<file path="config.mk">
export PLATFORM = sky130hd
export DESIGN_NAME = cpu_run_controller
export DESIGN_NICKNAME = d
export VERILOG_FILES = /design/src/rtl/cpu_run_controller.sv
export SDC_FILE = /design/constraint.sdc
export NUM_CORES = 1
export LEC_CHECK = 0
export BUFFER_PORTS_ARGS = -buffer_cell sky130_fd_sc_hd__buf_4
export CAP_MARGIN = 20
export CORE_ASPECT_RATIO = 0.7
export CORE_UTILIZATION = 45
export DETAILED_ROUTE_END_ITERATION = 8
export PLACE_DENSITY = 0.71
export SLEW_MARGIN = 25
export SYNTH_ARGS = -nofsm -noshare
export SYNTH_HDL_FRONTEND = slang
export SYNTH_SLANG_ARGS = --single-unit
</file>
<file path="constraint.sdc">
create_clock -name Clk -period 2.1 [get_ports Clk]
set_input_delay 0.525 -clock Clk [delete_from_list [all_inputs] [get_ports Clk]]
set_output_delay 0.525 -clock Clk [all_outputs]
set_load 0.1 [all_outputs]
</file>
<file path="src/rtl/cpu_run_controller.sv">
// rtl/cpu_run_controller.sv - run/step/breakpoint advance sequencer for the single-cycle MIPS core
// Core is clocked from Clk and advances only on the one-cycle CpuEn pulse issued here.

module cpu_run_debounce #(
  parameter int unsigned DebounceCycles = 1000000
) (
  input  logic clk,
  input  logic rst,
  input  logic btn,
  output logic press
);
  localparam int CW = $clog2(DebounceCycles + 1);

  logic          sync1;
  logic          s;
  logic          deb;
  logic          deb_q;
  logic [CW-1:0] cnt;

  // press is registered from the deb rising edge so the FSM acts 3+DebounceCycles edges after the first raw sample
  always_ff @(posedge clk) begin
    if (rst) begin
      sync1 <= 1'b0;
      s     <= 1'b0;
      deb   <= 1'b0;
      deb_q <= 1'b0;
      cnt   <= '0;
      press <= 1'b0;
    end else begin
      sync1 <= btn;
      s     <= sync1;
      deb_q <= deb;
      press <= deb & ~deb_q;
      if (s == deb) begin
        cnt <= '0;
      end else if (cnt == CW'(DebounceCycles - 1)) begin
        deb <= s;
        cnt <= '0;
      end else begin
        cnt <= cnt + CW'(1);
      end
    end
  end
endmodule

module cpu_run_controller #(
  parameter int unsigned TickDiv        = 50000000,
  parameter int unsigned DebounceCycles = 1000000
) (
  input  logic        Clk,
  input  logic        Rst,
  input  logic        RunBtn,
  input  logic        StepBtn,
  input  logic        BreakEn,
  input  logic [31:0] BreakAddr,
  input  logic [31:0] PCValue,
  output logic        CpuEn,
  output logic [1:0]  State,
  output logic        Halted,
  output logic [31:0] InstrCount
);
  localparam int TW = (TickDiv > 1) ? $clog2(TickDiv) : 1;
  localparam logic [TW-1:0] TICK_TERM = TW'(TickDiv - 1);

  typedef enum logic [1:0] {
    IDLE  = 2'b00,
    RUN   = 2'b01,
    STEP  = 2'b10,
    BREAK = 2'b11
  } state_t;

  state_t        state_q, state_d;
  logic [TW-1:0] tick_q, tick_d;
  logic          skip_q, skip_d;
  logic          en_d;
  logic          run_ev;
  logic          step_ev;

  cpu_run_debounce #(.DebounceCycles(DebounceCycles)) u_run_deb (
    .clk   (Clk),
    .rst   (Rst),
    .btn   (RunBtn),
    .press (run_ev)
  );

  cpu_run_debounce #(.DebounceCycles(DebounceCycles)) u_step_deb (
    .clk   (Clk),
    .rst   (Rst),
    .btn   (StepBtn),
    .press (step_ev)
  );

  // Run press always takes priority over a simultaneous step press
  always_comb begin
    state_d = state_q;
    tick_d  = tick_q;
    skip_d  = skip_q;
    en_d    = 1'b0;
    case (state_q)
      IDLE: begin
        if (run_ev) begin
          state_d = RUN;
          tick_d  = '0;
          skip_d  = 1'b0;
        end else if (step_ev) begin
          state_d = STEP;
          en_d    = 1'b1;
        end
      end
      RUN: begin
        if (run_ev) begin
          state_d = IDLE;
        end else if (tick_q == TICK_TERM) begin
          tick_d = '0;
          if (BreakEn && (PCValue == BreakAddr) && !skip_q) begin
            state_d = BREAK;
          end else begin
            en_d   = 1'b1;
            skip_d = 1'b0;
          end
        end else begin
          tick_d = tick_q + TW'(1);
        end
      end
      STEP: begin
        state_d = IDLE;
      end
      BREAK: begin
        // skip lets the instruction sitting at the breakpoint execute on resume
        if (run_ev) begin
          state_d = RUN;
          tick_d  = '0;
          skip_d  = 1'b1;
        end else if (step_ev) begin
          state_d = STEP;
          en_d    = 1'b1;
        end
      end
      default: state_d = IDLE;
    endcase
  end

  always_ff @(posedge Clk) begin
    if (Rst) begin
      state_q    <= IDLE;
      tick_q     <= '0;
      skip_q     <= 1'b0;
      CpuEn      <= 1'b0;
      Halted     <= 1'b0;
      InstrCount <= '0;
    end else begin
      state_q    <= state_d;
      tick_q     <= tick_d;
      skip_q     <= skip_d;
      CpuEn      <= en_d;
      Halted     <= (state_d == BREAK);
      InstrCount <= InstrCount + {31'd0, CpuEn};
    end
  end

  assign State = state_q;
endmodule

</file>
# [After elaboration in Yosys (flattened, before gate mapping)]
# Index checks and enable logic that the tools add are counted.
# Widths: inputs -> output; s select.
[totals] latch_bits=0 wordCells=79 rom_bits=0 reg_bits=113 memories=0 inputBits=69 mem_bits_rw=0 output_inout_bits=36
[classes] shift=0 bitwise_logic=6 eq_ne=16 reduce_logical=13 n_mux=22 n_lt_le_gt_ge=0 mul=0 n_addsub=4 n_div=0
[ops] op="$mux 26" n=3
[ops] op="$pmux 26 s2" n=1
[ops] op="$add 20x1->20 const B" n=2
[ops] op="$eq 20x20->1 const B" n=2
[ops] op="$add 32x1->32" n=1
[ops] op="$eq 32x32->1" n=1
[ops] op="$add 26x1->26 const B" n=1
[ops] op="$eq 26x26->1 const B" n=1
[ops] op="$mux 1" n=10
[ops] op="$mux 2" n=5
[ops] op="$eq 2x2->1 const B" n=3
[ops] op="$ne 2x1->1 const B" n=3
[ops] op="$ne 2x2->1 const B" n=3
[ops] op="$pmux 2 s3" n=1
[ops] op="$reduce_and 6->1" n=1
[ops] op="$reduce_or 3->1" n=2
[ops] op="$not 1->1" n=4
[ops] op="$reduce_and 2->1" n=2
[ops] op="$pmux 1 s3" n=1
[ops] op="$reduce_and 3->1" n=1
[ops] op="$reduce_bool 3->1" n=1
[ops] op="$and 1x1->1" n=2
[ops] op="$eq 1x1->1" n=2
[ops] op="$eq 2x1->1 const B" n=1
[ops] op="other kinds (6)" n=7

# [Depth between registers and ports, before layout]
[depth] word_depth=8 depth_mapped=8 depth_no_buf=7

# [Modules after synthesis]
# From an unflattened synthesis, not the netlist that was laid out.
[hier_totals] cells_unflattened=665 area_unflattened_um2=5818.1
[modules_own_cells] mod="cpu_run_controller" cells_per_inst=431 area_per_inst_um2=3543.4 n_inst=1 seq_area_each_um2=1261.2
[modules_own_cells] mod="cpu_run_debounce" cells_per_inst=117 area_per_inst_um2=1137.3 n_inst=2 seq_area_each_um2=500.5

# [Worst setup path before layout]
# OpenSTA, ideal clock, no wires.
[synth_path] path_kind="flip-flop to flip-flop" from="reg state_q[1] (netlist: State[1])" to="reg tick_q[15]" required_time_ns=2.014 stages_incl_launch_ff=9 setup_slack_ns=-0.690 arrival_ns=2.705 period_less_slack_ns=2.790 n_path_buf=1 setup_time_ns=0.086 path_cell_list="dfxtp_1 > inv_1 > ha_1 > or2_1 > and3_1 > buf_2 > and3_1 > a21o_1 > a211oi_1"
[synth_between] elab_chain_len=4 elab_cells_between_ends=9 classes_between="eq/ne (4); mux (1); reduce/logical (4)"
[synth_lines] item="start, declared" line_no="72" text="state_t state_q, state_d;"
[synth_lines] item="start signal, assigned" line_no="152" text="state_q <= state_d;"
[synth_lines] item="$eq 2x2->1 or $logic_not 2->1 (tied branches)" line_no="99" text="case (state_q)"
[synth_lines] item="$reduce_or 2->1 (no line)"
[synth_lines] item="$ne 2x1->1 (no line) or $reduce_bool 2->1 (tied branches)"
[synth_lines] item="$reduce_and 3->1 (no line)"
[synth_lines] item="end signal, assigned" line_no="153" text="tick_q <= tick_d;"
[synth_lines] item="end, declared" line_no="73" text="logic [TW-1:0] tick_q, tick_d;"
# Parallel ways exist; a longest one is shown, timed or not.
# A chain may end at the register's enable or synchronous reset.

# [Worst setup path in the final report]
[layout_path] from="reg CpuEn" to="reg InstrCount[24]"
[layout_between] elab_chain_len=1
[layout_lines] item="start, declared" line_no="57" text="output logic CpuEn,"
[layout_lines] item="start signal, assigned" line_no="155" text="CpuEn <= en_d;"
[layout_lines] item="$add 32x1->32" line_no="157" text="InstrCount <= InstrCount + {31'd0, CpuEn};"
[layout_lines] item="end signal, assigned" line_no="157"
[layout_lines] item="end, declared" line_no="60" text="output logic [31:0] InstrCount"
# No other way between the ends.

==> run metrics <==
Clock power frac=53.7%; Detailed Place HPWL=9060 um; Worst EP required=2.39 ns; post-synth cell types=53; worst-margin pin slew=0.461 ns; clock root buffer=clkbuf_16; Net Sw Frac=19.6%; Pre-antenna DRT Iters=4; post-route setup slack=0.120 ns; Warnings, synthesis=0; Final setup violation count=0; pin count of the biggest net entering global routing=29; top_reg_cell synth=dfxtp_1; number of antenna diodes=0; Max VDD drop=0.510 mV; TritonCTS Buffers=17; Synth Register Bits=113; die area=0.0126 mm^2; worst path arrival time=2.27 ns; Sw Pwr=1.00 mW; status=completed; layout cells sized above 1=25.0%; DRC=0; core area=0.0118 mm^2; final period utilization=94.3%; Syn Inst Count=622; Int Power=4.11 mW; TritonCTS clock tree=yes; IO Port Bufs=104; vias per cell=5.18; Die Y-Extent=94.2 um; DP Worst Slack=-0.00556 ns; CP Launch Type=flop; slowest cell on the critical path=and4_1; Crit. path cell count=7; vias in the first global route=4440; GPL Wtd Cong=0.791; cell area after synthesis=0.00546 mm^2; sequential area share after synthesis=41.4%; family with the most delay on the worst path=simple AND/OR/NAND/NOR gates; worst path cell trace=ha_1 > ha_1 > and2_1 > and4_1 > nand4_1 > xor2_1 > nor2_1; GRT overflow=0; CP endpoint kind=flop; CTS max path bufs=2; Post-CTS Setup Bufs=0; P per Cell Area=718 mW/mm^2; Max stage delay on crit path=0.48 ns; initial antenna violation count=0; first-pass GRT wire length=20500 um; GRT Util Overall=20.5%; Via Count=4725; Post-CTS Hold Fix Bufs=0; total I/O pin count=105; Leakage=2.74 nW; CP max FO=10; Layout Cell Area excl Fill=0.00712 mm^2; nets@finish=822; Crit Path Category=flop to flop; Starting Density=46.4%; First DRT Iteration DRCs=189; WL final=12500 um; FP Rows=33; CP dominant cell by count=ha_1; Die X-Extent=134 um; Post-synth EDFFs=0; antenna violation net count after detailed routing=0; dpl cell area=0.00654 mm^2; Seq pwr share=42.1%; Synth Net Count=700; Avg Cell Area, Syn=8.78 um^2; RSZ-0062 raised after global routing=false; Final min period=1.98 ns; H-Tree Depth=4; clock transition at the registers of the reported paths=0.05 ns; worst skew pair latency=0.40 ns; Slew headroom=69.0%; worst hold path type=primary input to flop; Post-Route Skew=0.00744 ns; Logic pwr share=4.2%; Max Clock Freq=0.505 GHz; commonest non-fill, non-tap cells in the layout=122 x buf_4, 108 x nor2_1, 89 x dfxtp_1; Async S/R FF share, synth=0%; hold path depth=2; P&R area growth vs syn=30.4%; Fin. Hold Viols=0; max-slew violations=0; Buf+Inv Stages, Crit Path=0; max cap viols=0; most common cell after layout, fill and taps aside=buf_4; Routed wire per std cell=13.7 um; worst reg2reg path depth=7; CTS sink cnt=113
-- Yosys cell counts (7+ instances only) --
cell type  instances  share of area (%)
nor2b_1           14                1.6
nand4_1           37                4.2
and2_1             8               0.92
nor3_1             7               0.64
xnor2_1           63                 10
and3_1            16                1.8
a21oi_1           10               0.92
nand2_1           35                2.4
ha_1               9                2.1
xor2_1            54                8.7
o21ai_0            8               0.73
inv_1             12               0.82
and4_1            13                2.1
clkbuf_1           8               0.55
nand3_1           33                3.0
dfxtp_1          113                 41
nor2_1           108                7.4
nor4_1             8               0.92
-- registers in the layout, indices dropped and copies added (netlist names) --
signal and count:
u_step_deb.press 1, u_run_deb.press 1, tick_q 26, u_run_deb.deb 1
u_step_deb.deb_q 1, u_run_deb.s 1, u_run_deb.sync1 1, skip_q 1
Halted 1, u_run_deb.cnt 20, u_step_deb.sync1 1, CpuEn 1
u_step_deb.s 1, u_step_deb.cnt 20, u_run_deb.deb_q 1, State 2
InstrCount 32, u_step_deb.deb 1
-- worst reg2reg max path, cell delays in order, from the launching register on --
cell and delay, ns:
dfxtp_2 0.34, ha_1 0.23, ha_1 0.24, and2_1 0.16, and4_1 0.48, nand4_1 0.18
xor2_1 0.18, nor2_1 0.05
-- per-stage QoR --
step,std cells,hold slack (ns),total power [mW],TNS [ns],utilization [%]
global route,913,0.347,5.30,0,60.5
CTS,913,0.328,5.16,0,60.4
finish,913,0.337,5.12,0,60.5
floorplan,622,0.367,2.28,0,-
detailed placement,882,0.375,2.41,-0.0114,55.5
global placement,882,0.379,2.41,0,55.5
-- per-layer routing --
metal	vias up	part of all wire, %	global-route usage (%)
met3	18	5.3	5.12
met5	-	0	0
met2	136	46	33.8
li1	2377	-	-
met1	2194	47	26.1
met4	0	1.2	7.58
-- power groups by stage --
stage,clock [mW],sequential (mW),combinational [mW]
after floorplan,0,2.19,0.0894
after detailed placement,0,2.20,0.218
after CTS,2.79,2.15,0.219
after global routing,2.92,2.15,0.234
final,2.75,2.15,0.215
after global placement,0,2.20,0.214
-- layout make-up --
class | instances | area (um^2)
flip-flops and latches | 113 | 2300
repair buffers | 123 | 936
clock inverters | 5 | 77.6
well taps | 157 | 196
multi-input cells | 477 | 3080
clock buffers | 26 | 489
inverters | 12 | 45.0
fillers | 1041 | 4650
-- final timing paths --
path                     from                to  slack, ns
max                     CpuEn    InstrCount[24]       0.12
min                    RunBtn   u_run_deb.sync1       0.34
max reg2reg             CpuEn    InstrCount[24]       0.12
min reg2reg  u_step_deb.deb_q  u_step_deb.press       0.39
-- cell families after synthesis --
family | after synthesis | share of synthesized area, %
buffers and inverters | 32 | 2.75
adder cells (fa/ha/maj) | 9 | 2.06
XOR/XNOR | 117 | 18.8
flip-flops | 113 | 41.4
AND/OR/NAND/NOR | 311 | 30.1
multiplexers | 3 | 0.550
AO/OA/AOI/OAI | 37 | 4.31
-- timing repair --
action | 4_1_cts | 5_1_grt
endpoints found under the setup margin | 20 | 21
gates cloned | 0 | 0
gates resized for setup | 1 | 3
Power figures use the tool's default switching activity.
